<file path="config.mk">
export PLATFORM = sky130hd
export DESIGN_NAME = csa_accum_ctrl
export DESIGN_NICKNAME = d
export VERILOG_FILES = /design/src/rtl/csa_pkg.sv /design/src/rtl/csa_accum_ctrl_csa.sv /design/src/rtl/csa_accum_ctrl.sv
export SDC_FILE = /design/constraint.sdc
export NUM_CORES = 1
export LEC_CHECK = 0
export ABC_AREA = 1
export BUFFER_PORTS_ARGS = -buffer_cell sky130_fd_sc_hd__buf_2
export CAP_MARGIN = 20
export CORE_MARGIN = 2
export CORE_UTILIZATION = 35
export CTS_CLUSTER_DIAMETER = 50
export DETAILED_ROUTE_END_ITERATION = 8
export GPL_ROUTABILITY_DRIVEN = 0
export PLACE_DENSITY = 0.53
export SLEW_MARGIN = 10
export SYNTH_ARGS = -nofsm -noshare
export SYNTH_HDL_FRONTEND = slang
export SYNTH_SLANG_ARGS = --single-unit
</file>
<file path="constraint.sdc">
create_clock -name clk -period 2.3 [get_ports clk]
set_input_delay 0.46 -clock clk [delete_from_list [all_inputs] [get_ports clk]]
set_output_delay 0.46 -clock clk [all_outputs]
set_load 0.005 [all_outputs]
</file>
<file path="src/rtl/csa_pkg.sv">
// Shared definitions for the carry-save accumulation front end.
//   DATA_W  : operand / accumulator width (fixed at the CSA width)
//   state_e : sequencer states for csa_accum_ctrl
package csa_pkg;

    localparam int DATA_W = 64;

    typedef enum logic [1:0] {
        IDLE    = 2'd0,
        ACC     = 2'd1,
        RESOLVE = 2'd2,
        DONE    = 2'd3
    } state_e;

endpackage : csa_pkg

</file>
<file path="src/rtl/csa_accum_ctrl_csa.sv">
// 64-bit 3:2 carry-save adder (combinational).
//   x, y, z : three addends
//   u       : bitwise sum  (x ^ y ^ z)
//   v       : carry vector, already shifted left one place (v[0] = 0);
//             the carry out of bit 63 is dropped, so u + v == x + y + z mod 2**64
module csa_accum_ctrl_csa
    import csa_pkg::*;
(
    input  logic [DATA_W-1:0] x,
    input  logic [DATA_W-1:0] y,
    input  logic [DATA_W-1:0] z,
    output logic [DATA_W-1:0] u,
    output logic [DATA_W-1:0] v
);

    logic [DATA_W-1:0] maj;

    assign maj = (x & y) | (x & z) | (y & z);
    assign u   = x ^ y ^ z;
    assign v   = {maj[DATA_W-2:0], 1'b0};

endmodule : csa_accum_ctrl_csa

</file>
<file path="src/rtl/csa_accum_ctrl.sv">
// Multi-operand accumulator sequencer. Streams operands through one shared
// carry-save adder, keeping the running total as a (sum, carry) pair, then
// resolves it with a single carry-propagate add and holds the result until
// the consumer takes it.
//   clk, rst            : clock, synchronous active-high reset
//   start, count        : job request and operand count (sampled in IDLE)
//   in_data/valid/ready : operand stream
//   result/out_valid/out_ready : result handshake (result held while valid)
//   busy                : high in every state except IDLE
module csa_accum_ctrl
    import csa_pkg::*;
#(
    parameter int CNT_W = 8
) (
    input  logic              clk,
    input  logic              rst,
    input  logic              start,
    input  logic [CNT_W-1:0]  count,
    input  logic [DATA_W-1:0] in_data,
    input  logic              in_valid,
    output logic              in_ready,
    output logic [DATA_W-1:0] result,
    output logic              out_valid,
    input  logic              out_ready,
    output logic              busy
);

    state_e            state_q,     state_d;
    logic [DATA_W-1:0] sum_q,       sum_d;
    logic [DATA_W-1:0] carry_q,     carry_d;
    logic [CNT_W-1:0]  remaining_q, remaining_d;
    logic [DATA_W-1:0] result_q,    result_d;

    logic [DATA_W-1:0] csa_u;
    logic [DATA_W-1:0] csa_v;

    csa_accum_ctrl_csa u_csa (
        .x (sum_q),
        .y (carry_q),
        .z (in_data),
        .u (csa_u),
        .v (csa_v)
    );

    always_comb begin
        // NOTE: every signal gets a hold value first so no path leaves it
        // unassigned; otherwise synthesis infers a latch.
        state_d     = state_q;
        sum_d       = sum_q;
        carry_d     = carry_q;
        remaining_d = remaining_q;
        result_d    = result_q;

        case (state_q)
            IDLE: begin
                if (start) begin
                    sum_d       = '0;
                    carry_d     = '0;
                    remaining_d = count;
                    state_d     = (count != '0) ? ACC : RESOLVE;
                end
            end
            ACC: begin
                // in_ready is 1 throughout ACC, so in_valid alone is an accept.
                if (in_valid) begin
                    sum_d       = csa_u;
                    carry_d     = csa_v;
                    remaining_d = remaining_q - CNT_W'(1);
                    if (remaining_q == CNT_W'(1)) begin
                        state_d = RESOLVE;
                    end
                end
            end
            RESOLVE: begin
                result_d = sum_q + carry_q;
                state_d  = DONE;
            end
            DONE: begin
                if (out_ready) begin
                    state_d = IDLE;
                end
            end
            default: state_d = IDLE;
        endcase
    end

    always_ff @(posedge clk) begin
        // NOTE: the datapath registers are reset along with the state, so a
        // job aborted by reset leaves no partial sum or stale result behind.
        if (rst) begin
            state_q     <= IDLE;
            sum_q       <= '0;
            carry_q     <= '0;
            remaining_q <= '0;
            result_q    <= '0;
        end else begin
            // NOTE: non-blocking updates so every register samples the
            // pre-edge values, independent of statement order.
            state_q     <= state_d;
            sum_q       <= sum_d;
            carry_q     <= carry_d;
            remaining_q <= remaining_d;
            result_q    <= result_d;
        end
    end

    // Moore-decoded outputs.
    assign in_ready  = (state_q == ACC);
    assign out_valid = (state_q == DONE);
    assign busy      = (state_q != IDLE);
    assign result    = result_q;

endmodule : csa_accum_ctrl
</file>
==> flow_summary.json <==
{
  "status": "finished, final reports clean",
  "clk_path_buf_depth": 3,
  "cap_violations": 0,
  "nFillCells": 4341,
  "cp_num_buf_inv": 1,
  "synth_top_area_share_pct": 27.8,
  "grt_pass1_vias": 13325,
  "root_buffer": "clkbuf_16",
  "max-vdd-ir-drop_mv": 0.705,
  "synth_seq_area_share_pct": 27.8,
  "rsz0062_at_grt": "yes",
  "grt_usage_pct": 20.8,
  "crit_top_cell": "nand2_1",
  "die_width_um": 207,
  "yosysMostFrequentCell": "nand2_1",
  "grt_max_degree": 93,
  "viasPerCell": 4.64,
  "finalPower_w": 0.0137,
  "crit_fanout": 4,
  "final_cells": 3039,
  "port_buffers": 143,
  "antenna_found_initial": 1,
  "slew_violations": 0,
  "cp_slowest_stage_delay_ns": 0.38,
  "required_ns": 2.78,
  "yosys_register_bits": 201,
  "leakage_nw": 9.14,
  "grt_pass1_wl_um": 72300,
  "met3_length_um": 2290,
  "async_flop_share_pct": 0,
  "diodes": 0,
  "final_nets": 2693,
  "wl_met2_um": 18900,
  "cp.arrival_ns": 2.66,
  "worstSkewPairLatency_ns": 0.58,
  "die_h_um": 207,
  "cts.sinks": 201,
  "worstSetupPathType": "flop to flop",
  "fp.coreArea_um2": 40800,
  "ys_types": 40,
  "drcViolationCount": 0,
  "period_share_pct": 94.8,
  "max_freq_ghz": 0.458,
  "drtPass1Iterations": 6,
  "startpoint_type": "flop",
  "ys.flop_type": "dfxtp_1",
  "initial_core_util_pct": 35.5,
  "power.density_nw_per_um2": 782,
  "avgRoutedWirePerCell_um": 15.0,
  "tightest_slew_ns": 0.588,
  "num_rows": 74,
  "synthCells": 2323,
  "cts_buffers": 31,
  "synth_nets": 2533,
  "syn_avg_cell_area_um2": 6.24,
  "syn_area_um2": 14500,
  "area_growth_syn_to_layout_pct": 20.7,
  "dp_hpwl_um": 35800,
  "routed_wl_um": 45700,
  "dr.first_iter.drc_count": 943,
  "yosys.area.top_type": "dfxtp_1",
  "critPathSlowestCell": "ha_2",
  "synthTopCellsByArea": "dfxtp_1 28%, nand2_1 22%, inv_1 10%, fa_1 8.7%, nor2_1 6.5%",
  "synth_common_cells": "865 x nand2_1, 391 x inv_1, 250 x nor2_1, 201 x dfxtp_1, 179 x a21oi_1",
  "top_layer": "met5",
  "h-tree-depth": 1,
  "fin_crit_ns": 2.18,
  "path_delay_family": "simple AND/OR/NAND/NOR gates",
  "hold_violations": 0,
  "met1_length_um": 23500,
  "grt_overflow": 0,
  "fin_skew_ns": 0.0108,
  "hp-class": "input port to flop",
  "ios": 144,
  "endpoint_kind": "flop",
  "yosysWarnings": 0,
  "clkTransAtPathRegs_ns": 0.06,
  "slew_headroom_pct": 60.5,
  "cts_hold_buf": 0,
  "ant_nets": 0,
  "drive_gt1_share_pct": 15.0,
  "synth_edf_count": 0,
  "cp_cell_sequence": "ha_2, nand2_1, nor2_1, nand2_1, nand2_2, nand2_1, nand2_1, nand2_1, nand2_2, nand2_1, nand3_1, nand3_1, nand2_1, inv_1",
  "vias": 14107,
  "setup-violations-final": 0,
  "cts_tree": "built",
  "dp_cells": 2980,
  "die_area_um2": 43000
}
[layout by cell type (no fill, tap or decap), types with 3 or more instances in the layout]
| master | Yosys | routed |
|---|---|---|
| a21oi_2 | 0 | 8 |
| inv_1 | 391 | 391 |
| nor2_1 | 250 | 237 |
| dfxtp_1 | 201 | 188 |
| clkinvlp_4 | 0 | 3 |
| nor3_2 | 4 | 4 |
| a211oi_1 | 7 | 7 |
| buf_2 | 17 | 142 |
| nand3_1 | 64 | 63 |
| ha_2 | 0 | 21 |
| buf_4 | 3 | 43 |
| inv_6 | 0 | 5 |
| clkbuf_1 | 43 | 6 |
| ha_1 | 70 | 40 |
| dfxtp_2 | 0 | 13 |
| nor2_2 | 11 | 24 |
| a21oi_1 | 179 | 171 |
| bufinv_16 | 0 | 6 |
| buf_12 | 0 | 4 |
| xor2_1 | 28 | 27 |
| xnor2_1 | 3 | 3 |
| o21ai_1 | 11 | 11 |
| nand2_1 | 865 | 853 |
| o21ai_0 | 38 | 38 |
| nand2_2 | 10 | 21 |
| fa_1 | 63 | 62 |
| nor3_1 | 9 | 8 |
| ha_4 | 0 | 9 |
| nand3_2 | 9 | 9 |
| inv_2 | 10 | 8 |
| clkbuf_16 | 0 | 32 |
| nand4_1 | 11 | 11 |
| o21bai_1 | 3 | 3 |
[final timing paths]
kind          startpoint    endpoint  slack (ns)  cells past startpoint
max           carry_q[5]  result[44]        0.12                     14
min reg2reg    result[0]   result[0]        0.47                      2
max reg2reg   carry_q[5]  result[44]        0.12                     14
min          in_data[63]   sum_q[63]        0.17                      3
[sequential cells by signal, indices dropped and copies added, names as in the netlist]
name,count
carry_q,63
remaining_q,8
result,64
state_q,2
sum_q,64
[repair_timing]
action,4_1_cts,5_1_grt
pin swaps,0,1
resized for setup,2,83
setup buffers,0,1
cloned,0,1
setup endpoints to repair,1,92
[metal layers]
metal  up-vias  GRT usage [%]
met5         -              0
met4         2           5.07
met3        53           2.50
met2       324           30.9
met1      6391           31.8
li1       7337              -
[metrics by stage]
step                      setup slack, ns  hold WS (ns)  TNS [ns]  util, %  instance area (um^2)
after global placement            0.00869         0.469         0     39.3                 16000
after global routing              -0.0182         0.153   -0.0414     42.8                 17500
final                               0.119         0.168         0     42.8                 17500
after CTS                          0.0401         0.138         0     42.0                 17100
after floorplan                     0.341         0.453         0        -                 14500
after detailed placement          -0.0392         0.470   -0.0392     39.3                 16000
[power by group]
group	internal (W)	switching (W)
registers	0.00395	0.000436
logic	0.00149	0.00271
clock network	0.00324	0.00185
total	0.00868	0.00499
[worst register-to-register path: stages (launching register included)]
cell	delay [ns]
dfxtp_1	0.34
ha_2	0.38
nand2_1	0.11
nor2_1	0.16
nand2_1	0.08
nand2_2	0.12
nand2_1	0.06
nand2_1	0.12
nand2_1	0.09
nand2_2	0.15
nand2_1	0.09
nand3_1	0.07
nand3_1	0.16
nand2_1	0.11
inv_1	0.04
[logic make-up (layout without fill, tap and decap cells)]
group,Yosys count,after routing,synth area share (%)
AND/OR/NAND/NOR,1243,1243,34.3
buffers and inverters,467,651,12.3
AO/OA/AOI/OAI,248,248,9.00
flip-flops,201,201,27.8
adder cells (fa/ha/maj),133,133,14.7
XOR/XNOR,31,31,1.87
[area by class of cell]
| class | instances | area (um^2) | area share, % |
|---|---|---|---|
| Sequential cell | 201 | 4040 | 23.1 |
| Multi-Input combinational cell | 1655 | 8980 | 51.4 |
| Tap cell | 532 | 666 | 3.81 |
| Clock buffer | 39 | 826 | 4.72 |
| Clock inverter | 18 | 283 | 1.62 |
| Inverter | 402 | 1510 | 8.66 |
| Timing Repair Buffer | 192 | 1180 | 6.73 |
(Power assumes the default switching activity.)
